<file path="src/rtl/light_sched_pkg.sv">
// Shared types and constants for the light scheduler: FSM states,
// phase codes driven on the phase output, and default field widths.
package light_sched_pkg;

  localparam int TW_DEF = 6;  // phase-length / remaining width (scp_079 timer width)
  localparam int RW_DEF = 4;  // round-count width

  typedef enum logic [2:0] {
    IDLE   = 3'd0,
    GREEN  = 3'd1,
    YELLOW = 3'd2,
    RED    = 3'd3,
    DONE   = 3'd4
  } state_t;

  localparam logic [1:0] PH_IDLE   = 2'd0;
  localparam logic [1:0] PH_GREEN  = 2'd1;
  localparam logic [1:0] PH_YELLOW = 2'd2;
  localparam logic [1:0] PH_RED    = 2'd3;

endpackage

</file>
<file path="src/rtl/light_scheduler_if.sv">
// Request/status bundle between a controller (master) and the light
// scheduler (slave). Clock and reset stay plain module ports.
interface light_scheduler_if
  import light_sched_pkg::*;
#(
  parameter int TW = TW_DEF,
  parameter int RW = RW_DEF
) ();

  logic          start;
  logic [TW-1:0] green_len;
  logic [TW-1:0] yellow_len;
  logic [TW-1:0] red_len;
  logic [RW-1:0] rounds;
  logic          hold;
  logic          abort;

  logic          green;
  logic          yellow;
  logic          red;
  logic [1:0]    phase;
  logic [TW-1:0] remaining;
  logic          busy;
  logic          done;
  logic          aborted;

  modport master (
    output start, green_len, yellow_len, red_len, rounds, hold, abort,
    input  green, yellow, red, phase, remaining, busy, done, aborted
  );

  modport slave (
    input  start, green_len, yellow_len, red_len, rounds, hold, abort,
    output green, yellow, red, phase, remaining, busy, done, aborted
  );

endinterface

</file>
<file path="src/rtl/phase_timer.sv">
// Down-counter timing a single phase. load has priority over hold;
// a loaded value of 0 parks the counter at zero (idle value of remaining).
module phase_timer #(
  parameter int TW = 6
) (
  input  logic          clock,
  input  logic          reset_n,
  input  logic          load,
  input  logic [TW-1:0] value,
  input  logic          hold,
  output logic [TW-1:0] count,
  output logic          last
);

  logic [TW-1:0] count_q;
  logic [TW-1:0] count_d;

  // Next count: reload, freeze, or decrement toward zero.
  always_comb begin
    count_d = count_q;
    if (load) begin
      count_d = value;
    end else if (!hold && count_q != '0) begin
      count_d = count_q - 1'b1;
    end
  end

  // Counter register.
  always_ff @(posedge clock or negedge reset_n) begin
    if (!reset_n) begin
      count_q <= '0;
    end else begin
      count_q <= count_d;
    end
  end

  assign count = count_q;
  assign last  = (count_q == TW'(1));

endmodule

</file>
<file path="src/rtl/light_scheduler.sv">
// Programmable green/yellow/red phase sequencer for scp_079. Lengths and a
// round count are latched on start; zero-length phases are skipped; hold
// freezes a run, abort kills it. Every output comes straight from a flop.
module light_scheduler
  import light_sched_pkg::*;
#(
  parameter int TW = TW_DEF,
  parameter int RW = RW_DEF
) (
  input logic               clock,
  input logic               reset_n,
  light_scheduler_if.slave  bus
);

  state_t        state_q, state_d;
  logic [TW-1:0] green_len_q, green_len_d;
  logic [TW-1:0] yellow_len_q, yellow_len_d;
  logic [TW-1:0] red_len_q, red_len_d;
  logic [RW-1:0] rounds_q, rounds_d;

  logic          green_q, green_d;
  logic          yellow_q, yellow_d;
  logic          red_q, red_d;
  logic [1:0]    phase_q, phase_d;
  logic          busy_q, busy_d;
  logic          done_q, done_d;
  logic          aborted_q, aborted_d;

  logic          timer_load;
  logic [TW-1:0] timer_value;
  logic          timer_hold;
  logic [TW-1:0] timer_count;
  logic          timer_last;

  state_t        first_in;    // first nonzero phase of the incoming request
  state_t        first_q;     // first nonzero phase of the latched schedule
  state_t        after_q;     // next nonzero phase in this round, DONE if none
  logic          in_busy;

  // First nonzero phase strictly after cur (IDLE counts as "before green").
  function automatic state_t next_phase(input state_t cur, input logic [TW-1:0] g,
                                        input logic [TW-1:0] y, input logic [TW-1:0] r);
    state_t nxt;
    nxt = DONE;
    if (cur == IDLE && g != '0) begin
      nxt = GREEN;
    end else if ((cur == IDLE || cur == GREEN) && y != '0) begin
      nxt = YELLOW;
    end else if (cur != RED && r != '0) begin
      nxt = RED;
    end
    return nxt;
  endfunction

  // Length of the given phase; non-phase states map to 0 so the timer parks.
  function automatic logic [TW-1:0] phase_len(input state_t st, input logic [TW-1:0] g,
                                              input logic [TW-1:0] y, input logic [TW-1:0] r);
    logic [TW-1:0] len;
    case (st)
      GREEN:   len = g;
      YELLOW:  len = y;
      RED:     len = r;
      default: len = '0;
    endcase
    return len;
  endfunction

  assign first_in = next_phase(IDLE, bus.green_len, bus.yellow_len, bus.red_len);
  assign first_q  = next_phase(IDLE, green_len_q, yellow_len_q, red_len_q);
  assign after_q  = next_phase(state_q, green_len_q, yellow_len_q, red_len_q);
  assign in_busy  = (state_q == GREEN) || (state_q == YELLOW) || (state_q == RED);

  phase_timer #(.TW(TW)) u_timer (
    .clock   (clock),
    .reset_n (reset_n),
    .load    (timer_load),
    .value   (timer_value),
    .hold    (timer_hold),
    .count   (timer_count),
    .last    (timer_last)
  );

  // State, latched schedule and output registers.
  always_ff @(posedge clock or negedge reset_n) begin
    if (!reset_n) begin
      state_q      <= IDLE;
      green_len_q  <= '0;
      yellow_len_q <= '0;
      red_len_q    <= '0;
      rounds_q     <= '0;
      green_q      <= 1'b1;
      yellow_q     <= 1'b0;
      red_q        <= 1'b0;
      phase_q      <= PH_IDLE;
      busy_q       <= 1'b0;
      done_q       <= 1'b0;
      aborted_q    <= 1'b0;
    end else begin
      state_q      <= state_d;
      green_len_q  <= green_len_d;
      yellow_len_q <= yellow_len_d;
      red_len_q    <= red_len_d;
      rounds_q     <= rounds_d;
      green_q      <= green_d;
      yellow_q     <= yellow_d;
      red_q        <= red_d;
      phase_q      <= phase_d;
      busy_q       <= busy_d;
      done_q       <= done_d;
      aborted_q    <= aborted_d;
    end
  end

  // Next state: start acceptance, phase sequencing with skip, rounds, hold/abort.
  always_comb begin
    state_d      = state_q;
    green_len_d  = green_len_q;
    yellow_len_d = yellow_len_q;
    red_len_d    = red_len_q;
    rounds_d     = rounds_q;
    timer_load   = 1'b0;
    timer_value  = '0;
    timer_hold   = 1'b0;
    case (state_q)
      IDLE: begin
        if (bus.start) begin
          green_len_d  = bus.green_len;
          yellow_len_d = bus.yellow_len;
          red_len_d    = bus.red_len;
          rounds_d     = bus.rounds;
          state_d      = (bus.rounds == '0) ? DONE : first_in;
          timer_load   = 1'b1;
          timer_value  = (bus.rounds == '0) ? '0 :
                         phase_len(first_in, bus.green_len, bus.yellow_len, bus.red_len);
        end
      end
      GREEN, YELLOW, RED: begin
        if (bus.abort) begin
          state_d    = IDLE;
          timer_load = 1'b1;
        end else if (bus.hold) begin
          timer_hold = 1'b1;
        end else if (timer_last) begin
          timer_load = 1'b1;
          if (after_q != DONE) begin
            state_d     = after_q;
            timer_value = phase_len(after_q, green_len_q, yellow_len_q, red_len_q);
          end else if (rounds_q != RW'(1)) begin
            rounds_d    = rounds_q - 1'b1;
            state_d     = first_q;
            timer_value = phase_len(first_q, green_len_q, yellow_len_q, red_len_q);
          end else begin
            rounds_d = '0;
            state_d  = DONE;
          end
        end
      end
      DONE:    state_d = IDLE;
      default: state_d = IDLE;
    endcase
  end

  // Output decode from the upcoming state so every output is a flop.
  always_comb begin
    green_d   = 1'b1;
    yellow_d  = 1'b0;
    red_d     = 1'b0;
    phase_d   = PH_IDLE;
    busy_d    = 1'b0;
    done_d    = (state_d == DONE);
    aborted_d = in_busy && bus.abort;
    case (state_d)
      GREEN: begin
        phase_d = PH_GREEN;
        busy_d  = 1'b1;
      end
      YELLOW: begin
        green_d  = 1'b0;
        yellow_d = 1'b1;
        phase_d  = PH_YELLOW;
        busy_d   = 1'b1;
      end
      RED: begin
        green_d = 1'b0;
        red_d   = 1'b1;
        phase_d = PH_RED;
        busy_d  = 1'b1;
      end
      default: ;
    endcase
  end

  assign bus.green     = green_q;
  assign bus.yellow    = yellow_q;
  assign bus.red       = red_q;
  assign bus.phase     = phase_q;
  assign bus.remaining = timer_count;
  assign bus.busy      = busy_q;
  assign bus.done      = done_q;
  assign bus.aborted   = aborted_q;

endmodule

</file>
<file path="src/flat_wrapper.sv">
// flat-port wrapper written by rule: the top's interface ports become plain ports
module light_scheduler_flat import light_sched_pkg::*;
#(
  parameter int TW = TW_DEF,
  parameter int RW = RW_DEF
)
  (clock, reset_n, bus_start, bus_green_len, bus_yellow_len, bus_red_len, bus_rounds, bus_hold, bus_abort, bus_green, bus_yellow, bus_red, bus_phase, bus_remaining, bus_busy, bus_done, bus_aborted);
  light_scheduler_if #(.TW(TW), .RW(RW)) bus_i ();
  input logic clock;
  input logic reset_n;
  input wire logic [$bits(bus_i.start)-1:0] bus_start;
  input wire logic [$bits(bus_i.green_len)-1:0] bus_green_len;
  input wire logic [$bits(bus_i.yellow_len)-1:0] bus_yellow_len;
  input wire logic [$bits(bus_i.red_len)-1:0] bus_red_len;
  input wire logic [$bits(bus_i.rounds)-1:0] bus_rounds;
  input wire logic [$bits(bus_i.hold)-1:0] bus_hold;
  input wire logic [$bits(bus_i.abort)-1:0] bus_abort;
  output wire logic [$bits(bus_i.green)-1:0] bus_green;
  output wire logic [$bits(bus_i.yellow)-1:0] bus_yellow;
  output wire logic [$bits(bus_i.red)-1:0] bus_red;
  output wire logic [$bits(bus_i.phase)-1:0] bus_phase;
  output wire logic [$bits(bus_i.remaining)-1:0] bus_remaining;
  output wire logic [$bits(bus_i.busy)-1:0] bus_busy;
  output wire logic [$bits(bus_i.done)-1:0] bus_done;
  output wire logic [$bits(bus_i.aborted)-1:0] bus_aborted;
  assign bus_i.start = bus_start;
  assign bus_i.green_len = bus_green_len;
  assign bus_i.yellow_len = bus_yellow_len;
  assign bus_i.red_len = bus_red_len;
  assign bus_i.rounds = bus_rounds;
  assign bus_i.hold = bus_hold;
  assign bus_i.abort = bus_abort;
  assign bus_green = bus_i.green;
  assign bus_yellow = bus_i.yellow;
  assign bus_red = bus_i.red;
  assign bus_phase = bus_i.phase;
  assign bus_remaining = bus_i.remaining;
  assign bus_busy = bus_i.busy;
  assign bus_done = bus_i.done;
  assign bus_aborted = bus_i.aborted;
  light_scheduler #(.TW(TW), .RW(RW)) u_core (.clock(clock), .reset_n(reset_n), .bus(bus_i));
endmodule
</file>
<file path="config.mk">
export PLATFORM = sky130hd
export DESIGN_NAME = light_scheduler_flat
export DESIGN_NICKNAME = d
export VERILOG_FILES = /design/src/rtl/light_sched_pkg.sv /design/src/rtl/light_scheduler_if.sv /design/src/rtl/phase_timer.sv /design/src/rtl/light_scheduler.sv /design/src/flat_wrapper.sv
export SDC_FILE = /design/constraint.sdc
export NUM_CORES = 1
export LEC_CHECK = 0
export BUFFER_PORTS_ARGS = -buffer_cell sky130_fd_sc_hd__buf_2
export CORE_ASPECT_RATIO = 0.6
export CORE_MARGIN = 4
export CORE_UTILIZATION = 56
export DETAILED_ROUTE_END_ITERATION = 6
export GPL_TIMING_DRIVEN = 1
export PLACE_DENSITY = 0.83
export SYNTH_ARGS = -nofsm -noshare
export SYNTH_HDL_FRONTEND = slang
export SYNTH_HIERARCHICAL = 1
export SYNTH_SLANG_ARGS = --single-unit
</file>
<file path="constraint.sdc">
create_clock -name clock -period 3 [get_ports clock]
set_input_delay 0.3 -clock clock [delete_from_list [all_inputs] [get_ports clock]]
set_output_delay 0.3 -clock clock [all_outputs]
set_load 0.1 [all_outputs]
</file>
==> run_results.csv <==
group,metric,value,unit
clocking,clockBufferDepth,2,
critical_path,worstSetupPathType,"register to register",
power_and_ir_drop,intPower,1.34,mW
drt,met3_length,623,um
power_and_ir_drop,peakVddDrop,0.000651,V
final_layout,layout_commonest_cell,"buf_2",
final_layout,seq_area,977,um2
die,die_y,59.3,um
power_and_ir_drop,p_sw,1.23,mW
power_and_ir_drop,leakagePower,1.21,nW
drt,dr_wl_met2,2500,um
clocking,cts_sinks,39,
timing,fin_crit_sh,0.798,
drt,wl,6070,um
synthesis,ys.flop_type,"dfrtp_1",
die,initial_core_util,0.589,
power_and_ir_drop,sw_frac_of_total,0.480,
critical_path,crit_start,"u_core/u_timer/count[3]",
power_and_ir_drop,power_frac_clock,0.169,
critical_path,cp.arrival,2.59,ns
critical_path,worstSetupEndpointType,"register",
global_routing,antenna_found_initial,0,
drt,ant_nets,0,
power_and_ir_drop,p_per_area,917,nW/um2
synthesis,ys_ff_latch,39,
power_and_ir_drop,power_frac_seq,0.353,
global_routing,grt_start_max_net_pins,40,
synthesis,yosysUniqueCellTypes,68,
clocking,hold_buffers,0,
job,cap_viol_max_count,0,
die,die_x,93.5,um
synthesis,syn_inst,247,
global_routing,grt_pass1_wl,9980,um
synthesis,async_flop_share,1.00,
die,ioPinCount,41,
critical_path,rr_worst_depth,9,
die,core,4170,um2
timing,min_period,2.39,ns
clocking,clkSlewWorstSetupHoldPaths,0.08,ns
clocking,cts_resized,0,
synthesis,synth_edf_count,0,
timing,report.final.hold_viol_count,0,
critical_path,required,3.19,ns
timing,skew,0.00762,ns
timing,finalSetupViolCount,0,
synthesis,synth_warnings,6,
synthesis,syn_area_per_cell,9.94,um2
timing,slew_violations,0,
final_layout,n_antenna_cell,0,
final_layout,syn_to_final_growth,14.3,%
critical_path,path_max_fanout,9,
timing,tns,0,ns
clocking,cts_tree,"yes",
final_layout,nNetsFinal,322,
drt,vias,2112,
clocking,clock_latency,0.29,ns
drt,via_per_inst,6.02,
placed_design,gp_congestion,0.898,
global_routing,grt_overflow_total,0,
power_and_ir_drop,p_comb_frac,0.477,
drt,top_layer,"met4",
clocking,cts_root_buf,"clkbuf_8",
global_routing,grt_pass1_vias,1946,
power_and_ir_drop,p_total,2.57,mW
global_routing,track_usage,0.236,
final_layout,multi_input_area,1390,um2
drt,drtIter0Drc,236,
hold_path,hp-class,"primary input to async pin",
drt,wl_per_cell,17.3,um
timing,rsz0062_at_grt,"false",
clocking,post_cts_buffers,0,
synthesis,ys_seq_area_frac,0.398,
drt,firstDrtPassIters,5,
die,rows,18,
die,design.die.area,5540,um2
timing,relSlewSlack,0.418,
clocking,cts_made_buffers,5,
clocking,h-tree-depth,2,
final_layout,drive_above_1_share,0.330,
final_layout,layout_common_cells,"buf_2, dfrtp_1, nor2_1, mux2_2, a21oi_1",
critical_path,worst_setup_path_start_kind,"register",
drt,drt-met1-wl,2920,um
timing,fmax,418,MHz
final_layout,nFillCells,308,
placed_design,dp_hpwl,4600,um
synthesis,syn_nets,279,
synthesis,syn_area,2460,um2
timing,tightest_slew,0.873,ns
status,outcome,"completed",
critical_path,rr_startpoint,"u_core/u_timer/count[3]",
drt,drcViolationCount,0,
placed_design,io_buffer_count,40,
timing,timing.hold.ws,0.123,ns
sequential cells by signal, summed over array words and instances, names as in the netlist, 2 cells and up:
register              count
u_core/bus.phase          2
u_core/green_len_q        6
u_core/red_len_q          6
u_core/rounds_q           4
u_core/state_q            3
u_core/u_timer/count      6
u_core/yellow_len_q       6
path summary, 6_finish.rpt:
check	end	slack, ns
setup / recovery	u_core/u_timer/count[0]	0.61
max in group asynchronous	u_core/u_timer/count[0]	2.33
hold reg to reg	u_core/rounds_q[3]	0.54
min in group clock	u_core/red_len_q[2]	0.28
hold / removal	u_core/red_len_q[5]	0.12
setup reg to reg	u_core/u_timer/count[0]	0.61
power groups by stage:
stage / Clock, mW / Sequential (mW) / Combinational, mW
after floorplan: 0 / 1.23 / 0.621
after global placement: 0 / 0.908 / 1.20
after detailed placement: 0 / 0.910 / 1.21
after CTS: 0.447 / 0.903 / 1.22
after global routing: 0.476 / 0.937 / 1.32
final: 0.436 / 0.909 / 1.23
per-layer routing:
| metal | global-route usage | vias up |
|---|---|---|
| met5 | 0 | - |
| met4 | 0.0543 | 0 |
| met3 | 0.0888 | 2 |
| met2 | 0.316 | 111 |
| met1 | 0.356 | 979 |
| li1 | - | 1020 |
per-stage QoR:
stage | instance area, um2 | utilization | setup slack, ns | instances
floorplan | 2460 | - | 0.298 | 247
global placement | 2700 | 0.647 | 0.697 | 343
detailed placement | 2700 | 0.647 | 0.637 | 343
CTS | 2810 | 0.674 | 0.612 | 351
global route | 2810 | 0.674 | 0.356 | 351
finish | 2810 | 0.674 | 0.606 | 351
cell families (layout without fill, tap and decap cells):
| logic type | after synthesis | after routing | share of synthesized area |
|---|---|---|---|
| AO/OA/AOI/OAI | 72 | 72 | 0.219 |
| adder cells (fa/ha/maj) | 5 | 5 | 0.0255 |
| buffers and inverters | 17 | 61 | 0.0382 |
| flip-flops | 39 | 39 | 0.398 |
| multiplexers | 18 | 18 | 0.0825 |
| AND/OR/NAND/NOR | 96 | 96 | 0.237 |
synthesized netlist by cell type, types with 5 or more instances:
| cell | number | area share |
|---|---|---|
| dfrtp_1 | 38 | 0.39 |
| nor2_1 | 33 | 0.050 |
| mux2_2 | 18 | 0.083 |
| a21oi_1 | 16 | 0.033 |
| nand2_1 | 13 | 0.020 |
| inv_1 | 9 | 0.014 |
| nor3_1 | 9 | 0.018 |
| o21ai_0 | 9 | 0.018 |
| o22ai_1 | 6 | 0.015 |
| ha_1 | 5 | 0.025 |
| nor3b_1 | 5 | 0.015 |
cell type report:
class / count / area share
clock buffers: 6 / 0.0258
repair buffers: 43 / 0.0793
well taps: 60 / 0.0267
flip-flops and latches: 39 / 0.348
inverters: 10 / 0.0134
clock inverters: 2 / 0.0134
multi-input cells: 191 / 0.493
worst max-delay path: stages (launching register included):
cell	delay (ns)
dfrtp_1	0.48
or2_2	0.35
nor4b_1	0.27
and2b_2	0.26
nand2_1	0.18
nor2_1	0.14
nand2_1	0.15
o22ai_1	0.20
o2bb2ai_1	0.09
nor3_1	0.17
No activity file was read; power rests on OpenSTA's default activity.
